File: src/rtl/axi_wr_responder_if.sv
// AW/W/B signal bundle for axi_wr_responder; buser only exists when WR_RESP_BUSER_EN is defined.
interface axi_wr_responder_if #(
  parameter int DEPTH         = 8,
  parameter int PID_WIDTH     = 4,
  parameter int PAWUSER_WIDTH = 2
);
  localparam int CW = $clog2(DEPTH) + 1;

  logic                     awvalid;
  logic                     awready;
  logic [PID_WIDTH-1:0]     awid;
  logic [PAWUSER_WIDTH-1:0] awuser;
  logic                     wvalid;
  logic                     wready;
  logic                     wlast;
  logic                     bvalid;
  logic                     bready;
  logic [PID_WIDTH-1:0]     bid;
  logic [1:0]               bresp;
  logic [CW-1:0]            outstanding;
`ifdef WR_RESP_BUSER_EN
  logic [PAWUSER_WIDTH-1:0] buser;
`endif

  modport slave (
    input  awvalid, awid, awuser, wvalid, wlast, bready,
    output awready, wready, bvalid, bid, bresp, outstanding
`ifdef WR_RESP_BUSER_EN
    , output buser
`endif
  );

  modport master (
    output awvalid, awid, awuser, wvalid, wlast, bready,
    input  awready, wready, bvalid, bid, bresp, outstanding
`ifdef WR_RESP_BUSER_EN
    , input buser
`endif
  );
endinterface

File: src/rtl/axi_wr_responder.sv
// Subordinate-side AXI write responder: in-order AW queue, W burst completion, delayed in-order B.
// Optional macro WR_RESP_BUSER_EN stores awuser per entry and returns it on buser.
module axi_wr_responder #(
  parameter int DEPTH         = 8,
  parameter int PID_WIDTH     = 4,
  parameter int PAWUSER_WIDTH = 2,
  parameter int RESP_DELAY    = 2
) (
  input  logic               clk,
  input  logic               rst,
  axi_wr_responder_if.slave  bus
);
  localparam int PW = $clog2(DEPTH);
  localparam int CW = PW + 1;

  typedef struct packed {
    logic [PID_WIDTH-1:0]     id;
`ifdef WR_RESP_BUSER_EN
    logic [PAWUSER_WIDTH-1:0] user;
`endif
    logic                     done;
  } entry_t;

  typedef enum logic [1:0] {S_IDLE, S_WAIT, S_RESP} state_t;

  entry_t        q [DEPTH];
  logic [PW-1:0] aw_ptr, d_ptr, r_ptr;
  logic [CW-1:0] outstanding;
  logic [CW-1:0] pend;        // addresses whose burst has not yet seen wlast
  logic          live;
  state_t        state, state_nx;
  logic [3:0]    cnt, cnt_nx;
  logic          bvalid;
  logic          aw_fire, wl_fire, b_fire;

`ifndef WR_RESP_BUSER_EN
  logic unused_awuser;
  assign unused_awuser = ^bus.awuser;
`endif

  assign bus.awready     = live && (outstanding < CW'(DEPTH));
  // pend rather than d_ptr != aw_ptr, since the two pointers also meet when the queue is full
  assign bus.wready      = (pend != '0);
  assign aw_fire         = bus.awvalid && bus.awready;
  assign wl_fire         = bus.wvalid && bus.wready && bus.wlast;
  assign b_fire          = bvalid && bus.bready;

  assign bus.bvalid      = bvalid;
  assign bus.bid         = bvalid ? q[r_ptr].id : '0;
  assign bus.bresp       = 2'b00;
  assign bus.outstanding = outstanding;
`ifdef WR_RESP_BUSER_EN
  assign bus.buser       = bvalid ? q[r_ptr].user : '0;
`endif

  always_ff @(posedge clk or posedge rst) begin
    if (rst) begin
      for (int i = 0; i < DEPTH; i++) q[i] <= '0;
      aw_ptr      <= '0;
      d_ptr       <= '0;
      r_ptr       <= '0;
      outstanding <= '0;
      pend        <= '0;
      live        <= 1'b0;
    end else begin
      live <= 1'b1;
      if (aw_fire) begin
        q[aw_ptr].id   <= bus.awid;
`ifdef WR_RESP_BUSER_EN
        q[aw_ptr].user <= bus.awuser;
`endif
        q[aw_ptr].done <= 1'b0;
        aw_ptr         <= aw_ptr + 1'b1;
      end
      if (wl_fire) begin
        q[d_ptr].done <= 1'b1;
        d_ptr         <= d_ptr + 1'b1;
      end
      if (b_fire) begin
        q[r_ptr].done <= 1'b0;
        r_ptr         <= r_ptr + 1'b1;
      end
      outstanding <= outstanding + CW'(aw_fire) - CW'(b_fire);
      pend        <= pend + CW'(aw_fire) - CW'(wl_fire);
    end
  end

  always_ff @(posedge clk or posedge rst) begin
    if (rst) begin
      state <= S_IDLE;
      cnt   <= '0;
    end else begin
      state <= state_nx;
      cnt   <= cnt_nx;
    end
  end

  // WAIT lasts exactly RESP_DELAY cycles: leaving when the count is 1 lands RESP as it reaches 0
  always_comb begin
    state_nx = state;
    cnt_nx   = cnt;
    bvalid   = 1'b0;
    unique case (state)
      S_IDLE: if (q[r_ptr].done) begin
        cnt_nx   = 4'(RESP_DELAY);
        state_nx = (RESP_DELAY == 0) ? S_RESP : S_WAIT;
      end
      S_WAIT: begin
        cnt_nx = cnt - 1'b1;
        if (cnt <= 4'd1) state_nx = S_RESP;
      end
      S_RESP: begin
        bvalid = 1'b1;
        if (bus.bready) state_nx = S_IDLE;
      end
      default: state_nx = S_IDLE;
    endcase
  end
endmodule

File: src/flat_wrapper.sv
// flat-port wrapper written by rule: the top's interface ports become plain ports
module axi_wr_responder_flat 
#(
  parameter int DEPTH         = 8,
  parameter int PID_WIDTH     = 4,
  parameter int PAWUSER_WIDTH = 2,
  parameter int RESP_DELAY    = 2
)
  (clk, rst, bus_awvalid, bus_awid, bus_awuser, bus_wvalid, bus_wlast, bus_bready, bus_awready, bus_wready, bus_bvalid, bus_bid, bus_bresp, bus_outstanding);
  axi_wr_responder_if #(.DEPTH(DEPTH), .PID_WIDTH(PID_WIDTH), .PAWUSER_WIDTH(PAWUSER_WIDTH)) bus_i ();
  input  logic clk;
  input  logic rst;
  input wire logic [$bits(bus_i.awvalid)-1:0] bus_awvalid;
  input wire logic [$bits(bus_i.awid)-1:0] bus_awid;
  input wire logic [$bits(bus_i.awuser)-1:0] bus_awuser;
  input wire logic [$bits(bus_i.wvalid)-1:0] bus_wvalid;
  input wire logic [$bits(bus_i.wlast)-1:0] bus_wlast;
  input wire logic [$bits(bus_i.bready)-1:0] bus_bready;
  output wire logic [$bits(bus_i.awready)-1:0] bus_awready;
  output wire logic [$bits(bus_i.wready)-1:0] bus_wready;
  output wire logic [$bits(bus_i.bvalid)-1:0] bus_bvalid;
  output wire logic [$bits(bus_i.bid)-1:0] bus_bid;
  output wire logic [$bits(bus_i.bresp)-1:0] bus_bresp;
  output wire logic [$bits(bus_i.outstanding)-1:0] bus_outstanding;
  assign bus_i.awvalid = bus_awvalid;
  assign bus_i.awid = bus_awid;
  assign bus_i.awuser = bus_awuser;
  assign bus_i.wvalid = bus_wvalid;
  assign bus_i.wlast = bus_wlast;
  assign bus_i.bready = bus_bready;
  assign bus_awready = bus_i.awready;
  assign bus_wready = bus_i.wready;
  assign bus_bvalid = bus_i.bvalid;
  assign bus_bid = bus_i.bid;
  assign bus_bresp = bus_i.bresp;
  assign bus_outstanding = bus_i.outstanding;
  axi_wr_responder #(.DEPTH(DEPTH), .PID_WIDTH(PID_WIDTH), .PAWUSER_WIDTH(PAWUSER_WIDTH), .RESP_DELAY(RESP_DELAY)) u_core (.clk(clk), .rst(rst), .bus(bus_i));
endmodule
File: config.mk
export PLATFORM = sky130hd
export DESIGN_NAME = axi_wr_responder_flat
export DESIGN_NICKNAME = d
export VERILOG_FILES = /design/src/rtl/axi_wr_responder_if.sv /design/src/rtl/axi_wr_responder.sv /design/src/flat_wrapper.sv
export SDC_FILE = /design/constraint.sdc
export NUM_CORES = 1
export LEC_CHECK = 0
export CAP_MARGIN = 20
export CORE_MARGIN = 4
export CORE_UTILIZATION = 45
export CTS_BUF_LIST = sky130_fd_sc_hd__clkbuf_2
export CTS_CLUSTER_SIZE = 24
export DETAILED_ROUTE_END_ITERATION = 7
export PLACE_DENSITY_LB_ADDON = 0.3
export SYNTH_ARGS = -nofsm -noshare
export SYNTH_HDL_FRONTEND = slang
export SYNTH_SLANG_ARGS = --single-unit
File: constraint.sdc
create_clock -name clk -period 3.9 [get_ports clk]
set_clock_uncertainty 0.05 [all_clocks]
set_input_delay 0.78 -clock clk [delete_from_list [all_inputs] [get_ports clk]]
set_output_delay 0.78 -clock clk [all_outputs]
set_load 0.01 [all_outputs]
# Yosys cells after proc, flatten, opt, wreduce, memory -nomap -nowiden
# Index checks and enable logic that the tools add are counted.
# totals
ff_bits	64
mem_count	0
inputBits	12
out_inout_bits	13
wordCells	87
latchBits	0
mem_bits_ro	0
ram_bits	0
# classes
add_sub_neg	8
bitwise_logic	3
shifts	0
n_mux	26
div	0
reduce_logical	13
mul	0
n_eq_ne	5
n_lt_le_gt_ge	8
# ops
operator	n
$bwmux W40	4
$mux W40	3
$demux W5 S3	4
$bmux W5 S3	1
$mux W5	3
$ge A4 B4 Y1 const B	3
$lt A4 B1 Y1 const B	3
$not A3 Y4	3
$add A3 B1 Y3 const B	3
$add A4 B1 Y4	2
$logic_and A1 B1 Y1	8
$mux W4	2
$pmux W4 S2	1
$sub A4 B1 Y4	2
$mux W2	3
$pmux W2 S3	1
$le A4 B1 Y1 const B	1
$lt A4 B4 Y1 const B	1
$mux W1	4
$ne A2 B1 Y1 const B	2
$reduce_bool A4 Y1	1
$sub A4 B1 Y4 const B	1
$reduce_and A3 Y1	1
$eq A2 B1 Y1 const B	1
5 further kinds	5

# Longest topological paths before layout
# logic_depth
depth_word	12
mapped_depth	11
depth_no_buf	10

# Worst setup path before layout
# OpenSTA, ideal clock, no wires.
# synth_timing
path_type	register to register
startpoint	register u_core.pend[2]
endpoint	register u_core.pend[2]
stages_incl_launch_ff	12
n_path_buf	1
slack_ns	1.446
arrival_ns	2.281
setup_ns	0.123
synth_period_minus_slack_ns	2.454
required_ns	3.727
cell_sequence	dfrtp_1 > inv_1 > ha_1 > or3b_1 > and3_1 > buf_2 > ha_1 > inv_1 > ha_1 > inv_1 > fa_1 > xnor2_1
# synth_via
elab_chain_len	4
elab_cells_between_ends	5
classes_between	add/sub (2); reduce/logical (3)
# synth_rtl
item	line_no	text
start: declaration	axi_wr_responder.sv:29	logic [CW-1:0] pend;
start signal: assignment	axi_wr_responder.sv:84	pend <= pend + CW'(aw_fire) - CW'(wl_fire);
$reduce_bool A4 Y1	axi_wr_responder.sv:43	assign bus.wready = (pend != '0);
named net bus_wready	flat_wrapper.sv:20	output wire logic [$bits(bus_i.wready)-1:0] bus_wready;
$logic_and A1 B1 Y1 (2 in a row)	axi_wr_responder.sv:45	assign wl_fire = bus.wvalid && bus.wready && bus.wlast;
$sub A4 B1 Y4	axi_wr_responder.sv:84	
# The timed path passes the listed nets, and every way through them passes these cells.
# A chain may end at the register's enable or synchronous reset.

# Final worst setup path
# layout_timing
startpoint	register u_core.r_ptr[0]
endpoint	output bus_bid[3]
# layout_via
elab_chain_len	5
# layout_rtl
item	line_no	text
start: declaration	axi_wr_responder.sv:27	logic [PW-1:0] aw_ptr, d_ptr, r_ptr;
start signal: assignment	axi_wr_responder.sv:81	r_ptr <= r_ptr + 1'b1;
$not A3 Y4 (implied by the code)	axi_wr_responder.sv:49	assign bus.bid = bvalid ? q[r_ptr].id : '0;
$bmux W5 S3	axi_wr_responder.sv:49	
$mux W5 (implied by the code) (2 in a row)	axi_wr_responder.sv:49	
$mux W4	axi_wr_responder.sv:49	
end: declaration	flat_wrapper.sv:22	output wire logic [$bits(bus_i.bid)-1:0] bus_bid;
# Every way passes these cells. The select of a mux whose other input is x is not followed.

==> results_dict.tcl <==
set metrics [dict create \
    grt_max_degree 51 \
    min_period_ns 3.65 \
    synth_top_area_share_pct 49.2 \
    syn_area_per_cell_sq_um 12.5 \
    cts_max_level 3 \
    detail-route-antenna-nets 0 \
    grt_pass1_vias 2161 \
    p_switching_mw 0.989 \
    root_buffer "clkbuf_2" \
    io_pins 25 \
    gp_congestion 0.730 \
    fill_cells 620 \
    core_sq_um 6910 \
    grt_pass1_wl_um 11000 \
    outcome "finished, final reports clean" \
    synth_flop_cell "dfrtp_1" \
    cp-start-kind "flop" \
    ys_types 42 \
    clock_sinks 64 \
    min_path_type "input port to async pin" \
    antenna_found_initial 0 \
    route.vias.total 2075 \
    syn_area_sq_um 3250 \
    tightest_slew_ns 0.891 \
    drive_above_1_share_pct 24.2 \
    wl_um 6230 \
    gr-total-overflow 0 \
    cts_tree "built" \
    power.total_mw 2.76 \
    firstDrtPassIters 5 \
    reg2reg_depth 10 \
    critical_path_class "flop to primary output" \
    drc 0 \
    sw_frac_of_total_pct 35.9 \
    critPathRequiredTime_ns 3.07 \
    timing.fmax_ghz 0.274 \
    slew_headroom_pct 40.6 \
    holdWs_ns 0.408 \
    drt-initial-drc-count 115 \
    ctsLongestPathBuffers 2 \
    clkLatencyLatePin_ns 0.50 \
    p_per_area_nw_per_um2 749 \
    rr_startpoint "u_core.state[0]$_DFFE_PP0P_" \
    finalHoldViolCount 0 \
    diodes 0 \
    area_growth_pct 13.0 \
    grt_use_total_pct 16.6 \
    setup_viol 0 \
    crit_path_end_kind "primary output" \
    synth_async_sr_flop_share_pct 100 \
    wl_per_cell_um 16.2 \
    die_x_um 93.0 \
    tns_ns 0 \
    arrival_ns 2.82 \
    period_share_pct 93.6 \
    rsz0062_at_grt "no" \
    ys.warnings.count 0 \
    p_int_mw 1.77 \
    p_leak_nw 1.71 \
    dieArea_sq_um 8660 \
    viasPerCell 5.39 \
    synth_top_cell_by_area "dfrtp_1" \
    post_cts_resized 0 \
    start_util_pct 47.1 \
    peakVddDrop_uv 388 \
    ys_seq_elements 64 \
    port-buffer-count 20 \
    combinationalPowerShare_pct 38.5 \
    worstReg2RegEnd "u_core.bus.outstanding[2]$_DFF_PP0_" \
    clkTransAtPathRegs_ns 0.20 \
    syn-instance-count 260 \
    cap_violations 0 \
    num-nets-final 312 \
    netlist_top_cells_area "dfrtp_1 (49%), mux2_2 (14%), ha_1 (5.4%)" \
    drv_slew 0 \
    hold_buffers 0 \
    ys_seq_area_share_pct 49.2 \
    r2r_setup_slack_ns 1.36 \
    synth_edf_count 0 \
    post-dp-hpwl_um 4300 \
    cts_setup_buffers 0 \
    die_height_um 93.0 \
    rows 30 \
    power_frac_seq_pct 46.3 \
    multi_input_area_sq_um 1520 \
    crit_fanout 18 \
    cts_buffers 9 \
    seq_area_sq_um 1600 \
    p_clk_share_pct 15.3 \
]
power by group through the flow:
stage	Clock [mW]	Sequential (mW)	Combinational, mW
after floorplan	0	1.15	0.928
after global placement	0	1.27	1.03
after detailed placement	0	1.29	1.07
after CTS	0.437	1.27	1.08
after global routing	0.467	1.33	1.20
final	0.421	1.27	1.06
cell usage in the layout (no fill, tap or decap), drive strengths merged, types with 4 or more instances in the layout:
master and n:
a21o 4, a21oi 10, a22oi 4, a32oi 5, and2 4, clkbuf 9
clkdlybuf4s50 20, clkinv 4, dfrtp 64, ha 14, inv 21, mux2 43
mux2i 6, mux4 6, nand2 10, nor2 11, nor2b 7, xnor2 8
worst max path at each step:
stage / startpoint / end / slack, ns
3_5_place_dp: u_core.r_ptr[0]$_DFFE_PP0P_ / bus_bid[0] / 0.81
5_1_grt: u_core.r_ptr[0]$_DFFE_PP0P_ / bus_bid[1] / 0.04
3_3_place_gp: u_core.r_ptr[0]$_DFFE_PP0P_ / bus_bid[3] / 0.83
4_1_cts: u_core.r_ptr[0]$_DFFE_PP0P_ / bus_bid[0] / 0.21
2_1_floorplan: u_core.pend[2]$_DFF_PP0_ / u_core.pend[2]$_DFF_PP0_ / 1.45
6_report: u_core.r_ptr[0]$_DFFE_PP0P_ / bus_bid[3] / 0.25
cells in the mapped netlist (2+ instances only):
library cell,count
mux2_2,41
a21o_1,4
nor3_1,3
a31oi_1,2
mux4_2,3
mux2i_1,6
a32oi_1,5
nor2b_1,7
buf_4,2
nor2_1,11
mux4_1,3
clkbuf_1,3
a22o_1,2
a22oi_1,4
mux2_4,2
and3_1,3
nand2_1,10
buf_2,4
nand2b_1,2
fa_1,2
ha_1,14
and4b_1,2
nand3_1,3
and2_1,3
xnor2_1,8
dfrtp_1,64
inv_1,20
conb_1,2
xor2_1,3
a21oi_1,10
logic make-up after synthesis:
group	after synthesis	share of synthesized area, %
DFF	64	49.2
and+or+nand+nor	49	8.11
xor gates and xnor gates	11	2.96
other	2	0.231
buffers and inverters	31	4.23
adders and majority gates	16	6.61
AOI/OAI and AO/OA	32	7.19
muxes	55	21.5
worst max-delay path, stage by stage, from the launching register on:
cell and delay [ns]:
dfrtp_1 0.97, mux4_1 0.64, mux2i_1 0.14, nor2_1 0.07, clkdlybuf4s50_1 0.49
metrics by stage:
| stage | worst slack, ns | instance area, sq um | util, % | cells |
|---|---|---|---|---|
| after floorplan | 1.45 | 3260 | - | 261 |
| after global placement | 0.826 | 3530 | 51.1 | 368 |
| after detailed placement | 0.812 | 3530 | 51.1 | 368 |
| after CTS | 0.211 | 3660 | 53.0 | 384 |
| after global routing | 0.0365 | 3680 | 53.2 | 385 |
| final | 0.248 | 3680 | 53.2 | 385 |
cell type report:
class	instances	area share [%]
sequential	64	43.6
multi-input combinational	166	41.3
timing repair buffer	23	6.40
tap	96	3.27
clock inverter	7	2.21
inverter	20	2.04
clock buffer	9	1.22
routing by layer:
layer  vias up  part of all wire, %  global-route usage [%]  routed length, um
met5         -                    0                       0                  0
met4         0                 0.67                    3.66                 42
met3         5                  3.7                    5.63                233
met2        37                   50                    26.2               3090
li1        972                    -                       -                  -
met1      1061                   46                    22.2               2860
No activity file was read; power rests on OpenSTA's default activity.
